<file path="src/rtl/grid_io_cfg_bank.sv">
// grid_io_cfg_bank: perimeter IO tile with per-pad sync/bypass, output register and polarity, loaded by a serial config chain (optional loopback under GRID_IO_CFG_BANK_LOOPBACK_EN)
module grid_io_cfg_bank #(
  parameter int NUM_IN = 14,
  parameter int NUM_OUT = 7,
  parameter int SYNC_STAGES = 2
) (
  input  logic               clk,
  input  logic               reset,
  input  logic [NUM_IN-1:0]  gfpga_pad_GPIN_PAD,
  output logic [NUM_OUT-1:0] gfpga_pad_GPOUT_PAD,
  output logic [NUM_IN-1:0]  inpad,
  input  logic [NUM_OUT-1:0] outpad,
  input  logic               ccff_head,
  input  logic               ccff_shift,
  output logic               ccff_tail,
`ifdef GRID_IO_CFG_BANK_LOOPBACK_EN
  input  logic               io_loopback,
`endif
  output logic               cfg_valid
);
  localparam int CHAIN_LEN = NUM_IN + 2 * NUM_OUT;
  localparam int CW = $clog2(CHAIN_LEN + 1);
  logic [CHAIN_LEN-1:0] chain;
  logic [CW-1:0] count, count_nxt;
  logic [SYNC_STAGES-1:0][NUM_IN-1:0] sync;
  logic [NUM_IN-1:0] in_sync, raw_in, base_in;
  logic [NUM_OUT-1:0] out_reg, out_inv, v, oreg, drive;
  assign in_sync = chain[NUM_IN-1:0];
  for (genvar j = 0; j < NUM_OUT; j++) begin : g_out_cfg
    assign out_reg[j] = chain[NUM_IN+2*j];
    assign out_inv[j] = chain[NUM_IN+2*j+1];
  end
  // a shift while a full configuration is held starts a fresh load
  assign count_nxt = (count == CW'(CHAIN_LEN)) ? CW'(1) : count + CW'(1);
  // configuration chain, load counter and registered valid flag
  always_ff @(posedge clk or posedge reset)
    if (reset) begin
      chain <= '0;
      count <= '0;
      cfg_valid <= 1'b0;
    end else if (ccff_shift) begin
      chain <= {chain[CHAIN_LEN-2:0], ccff_head};
      count <= count_nxt;
      cfg_valid <= (count_nxt == CW'(CHAIN_LEN));
    end
  // free-running synchronizers and output registers
  always_ff @(posedge clk or posedge reset)
    if (reset) begin
      sync <= '0;
      oreg <= '0;
    end else begin
      sync <= {sync[SYNC_STAGES-2:0], gfpga_pad_GPIN_PAD};
      oreg <= v;
    end
  assign ccff_tail = chain[CHAIN_LEN-1];
  assign v = outpad ^ out_inv;
  assign drive = (out_reg & oreg) | (~out_reg & v);
  assign base_in = (in_sync & sync[SYNC_STAGES-1]) | (~in_sync & gfpga_pad_GPIN_PAD);
`ifdef GRID_IO_CFG_BANK_LOOPBACK_EN
  logic [NUM_IN-1:0] lb_in;
  for (genvar i = 0; i < NUM_IN; i++) begin : g_lb
    if (i < NUM_OUT) begin : g_map
      assign lb_in[i] = drive[i];
    end else begin : g_zero
      assign lb_in[i] = 1'b0;
    end
  end
  assign raw_in = io_loopback ? lb_in : base_in;
`else
  assign raw_in = base_in;
`endif
  assign inpad = cfg_valid ? raw_in : '0;
  assign gfpga_pad_GPOUT_PAD = cfg_valid ? drive : '0;
endmodule

</file>
<file path="config.mk">
export PLATFORM = sky130hd
export DESIGN_NAME = grid_io_cfg_bank
export DESIGN_NICKNAME = d
export VERILOG_FILES = /design/src/rtl/grid_io_cfg_bank.sv
export SDC_FILE = /design/constraint.sdc
export NUM_CORES = 1
export LEC_CHECK = 0
export CAP_MARGIN = 5
export CORE_ASPECT_RATIO = 1.1
export CORE_MARGIN = 10
export CORE_UTILIZATION = 55
export DETAILED_ROUTE_END_ITERATION = 10
export GPL_ROUTABILITY_DRIVEN = 0
export PLACE_DENSITY = 0.83
export SYNTH_ARGS = -nofsm -noshare
export SYNTH_HDL_FRONTEND = slang
export SYNTH_SLANG_ARGS = --single-unit
</file>
<file path="constraint.sdc">
create_clock -name clk -period 3.38 [get_ports clk]
set_input_delay 0.676 -clock clk [delete_from_list [all_inputs] [get_ports clk]]
set_output_delay 0.676 -clock clk [all_outputs]
set_load 0.01 [all_outputs]
</file>
==> implementation parameters <==
Parameter                              Value

Synthesis
  Syn_nets    211
  Netlist Area Pre-Place    0.00261 mm^2
  Average footprint of a synthesized cell    14.2 um^2
  Fraction of the yosys area taken by sequential cells    66.2%
  Number of storage elements in the synthesis netlist    69
  Number of instances in the synthesized netlist    184
  Number of distinct library cells after synthesis    23
  Ys Warns    0

Cells and area
  Synthesis-to-layout area growth    24.7%
  Commonest cells after routing, fill and taps aside    69 x sky130_fd_sc_hd__dfrtp_1, 46 x sky130_fd_sc_hd__clkdlybuf4s50_1, 28 x sky130_fd_sc_hd__mux2_2
  Final core occ    70.4%
  Layout Cells excl Fill    296
  Most common library cell in the layout ignoring fill and taps    sky130_fd_sc_hd__dfrtp_1
  Antenna diode instance count    0
  Proportion of layout cells with a drive suffix above 1    18.3%
  Net count reported at finish    264

Timing
  Final count of hold timing violations    0
  Final Slew Violations    0
  Headroom to the max-slew limit    45.8%
  Highest attainable clock frequency    350 MHz
  Final worst clock skew    0.00662 ns
  Worst hold slack across all endpoints    0.348 ns
  Transition time at the pin with the least slew margin    0.813 ns
  Final critical-path share of the clock period    84.4%
  Setup TNS    0 ns
  Post-layout minimum cycle time    2.85 ns
  Unrepaired setup endpoints after global routing    false
  Final setup violation count    0
  Min setup slack post-route    0.526 ns

Place
  Inst Count DP    282
  Count of input and output buffers    47
  HPWL Detailed    3010 um
  Post-placement worst setup slack    0.562 ns

Routing
  Antenna viol nets, final    0
  Post-detailed-route DRC marker count    0
  Aggregate routed wire length    4450 um
  Drt pass-1 iters    4
  Routed WL per cell    15.0 um
  Total via count after detailed routing    1,525
  Detail-routed via count per cell    5.15
  Count of routing violations after the opening detailed-route iteration    64

Floorplanning
  Die outline area    0.00790 mm^2
  Initial core utilization    56.4%
  Standard-cell rows    26
  Chip height    92.2 um
  Overall die width    85.7 um
  I/O pin count    48
  CORE AREA    0.00462 mm^2

Power
  Sequential fraction of design power    56.2%
  Max IR drop VDD    361 uV
  Leakage power summed over all cells    1.44 nW
  Net Sw Frac    28.1%
  Fraction of power consumed by combinational cells    19.9%
  P_int    1.57 mW
  Switching power summed over all nets    0.614 mW
  Proportion of power drawn by the clock network    23.9%
  Power density of the placed cells    673 mW/mm^2

Setup path
  CP Capture Point    gfpga_pad_GPOUT_PAD[5]
  CP most frequent cell    sky130_fd_sc_hd__clkdlybuf4s50_1
  Data required time of the worst path    2.70 ns
  Kind of critical path    input port to output pin
  Cells on worst reg2reg path    5
  Setup crit start    outpad[5]
  CP max-delay cell    sky130_fd_sc_hd__clkdlybuf4s50_1
  Maximum cell stage delay along the critical path    0.59 ns
  Crit path capture type    output pin
  CP Launch Type    input port
  End of the worst register-to-register path    count[2]
  WP data arrival    2.18 ns
  Critical Path, Cell by Cell    clkdlybuf4s50_1, xor2_1, nor2_1, nor3_1, clkdlybuf4s50_1
  Highest net fanout along the worst path    2
  Reg2reg start    count[0]
  Minimum setup slack among reg-to-reg paths    2.06 ns

GRT
  Vias in the first global route    1,707
  Wire length of the first global-routing pass    7800 um
  Initial antenna violation count    0
  Overflow after GRT    0
  Tot GR Track Use    12.4%
  Pin count of the biggest net entering global routing    70

Hold path
  Hold crit path type    register to register

Run status
  Outcome    finished, final reports clean

CTS
  Number of buffers created by CTS    9
  CTS tree    built
  CTS Hold Buffers Added    0
  Htree depth    3
  Clk pin slew, worst setup/hold paths    0.06 ns
  Insertion delay to the later sink of the worst-skew pair    0.33 ns
  Number of setup buffers added after CTS    0
  Cells resized by post-CTS repair    0
  Maximum number of buffers from clock root to sink    2
  Root buffer selected by CTS    sky130_fd_sc_hd__clkbuf_8
  Clk sink count    69

Job
  Number of max-cap violations    0
==> Yosys cell counts <==
master,instances,area [um^2]
sky130_fd_sc_hd__o41ai_2,1,16.3
sky130_fd_sc_hd__and3_1,1,6.26
sky130_fd_sc_hd__buf_6,2,22.5
sky130_fd_sc_hd__clkbuf_1,2,7.51
sky130_fd_sc_hd__a22oi_1,1,7.51
sky130_fd_sc_hd__nand2_1,3,11.3
sky130_fd_sc_hd__nand3_1,1,5.00
sky130_fd_sc_hd__dfrtp_1,69,1730
sky130_fd_sc_hd__nor2b_1,8,50.1
sky130_fd_sc_hd__nor3_1,7,35.0
sky130_fd_sc_hd__xor2_1,7,61.3
sky130_fd_sc_hd__o2111ai_1,1,8.76
sky130_fd_sc_hd__inv_1,4,15.0
sky130_fd_sc_hd__mux2i_1,14,140
sky130_fd_sc_hd__o21ai_1,3,15.0
sky130_fd_sc_hd__a22o_1,1,8.76
sky130_fd_sc_hd__nor2_1,21,78.8
sky130_fd_sc_hd__nand4_1,3,18.8
sky130_fd_sc_hd__o21ai_0,2,10.0
sky130_fd_sc_hd__o21a_1,1,7.51
sky130_fd_sc_hd__mux2_2,28,315
sky130_fd_sc_hd__ha_1,2,25.0
sky130_fd_sc_hd__buf_4,2,15.0
==> metal layers <==
metal / wire length (um) / GRT usage (%)
met3: 322 / 5.66
met1: 1880 / 13.4
met5: 0 / 0
met4: 89 / 7.42
met2: 2160 / 19.6
==> power by group through the flow <==
stage                     clock network, mW  logic, mW  registers, mW
after floorplan                           0      0.341           1.19
after global placement                    0      0.422           1.24
after detailed placement                  0      0.438           1.25
after CTS                             0.541      0.444           1.23
after global routing                  0.579      0.489           1.27
final                                 0.523      0.435           1.23
==> cell families (layout without fill, tap and decap cells) <==
kind of cell / Yosys count / in the layout / share of synthesized area, %
adders and majority gates: 2 / 2 / 0.960
DFF: 69 / 69 / 66.2
xor gates and xnor gates: 7 / 7 / 2.35
and+or+nand+nor: 44 / 44 / 7.87
AOI/OAI and AO/OA: 10 / 10 / 2.83
buffers and inverters: 10 / 66 / 2.30
muxes: 42 / 42 / 17.5
==> sequential cells by signal, indices dropped and copies added (netlist names) <==
signal	cells
oreg	7
sync	28
count	5
chain	28
cfg_valid	1
==> per-stage QoR <==
stage	area (um^2)	total power [mW]
after floorplan	2610	1.54
after global placement	3110	1.66
after detailed placement	3110	1.68
after CTS	3250	2.22
after global routing	3250	2.34
final	3250	2.19
==> how the worst min path moves through the flow <==
stage / from / to / depth (start not counted)
floorplan: sync[0] / sync[14] / 0
global route: sync[9] / sync[23] / 0
global placement: sync[13] / sync[27] / 0
CTS: sync[9] / sync[23] / 0
finish: sync[9] / sync[23] / 0
detailed placement: sync[9] / sync[23] / 0
==> critical path: cells and delay by family <==
family	cells	cell delay [ns]
buffers and inverters	2	1.06
AND/OR/NAND/NOR	2	0.26
XOR/XNOR	1	0.18
==> final cells by class <==
| cell class | count | area, um^2 |
|---|---|---|
| repair buffers | 48 | 473 |
| fillers | 337 | 1370 |
| inverters | 4 | 15.0 |
| clock buffers | 11 | 131 |
| clock inverters | 3 | 15.0 |
| well taps | 56 | 70.1 |
| multi-input cells | 105 | 821 |
| flip-flops and latches | 69 | 1730 |
No activity file was read; power rests on OpenSTA's default activity.
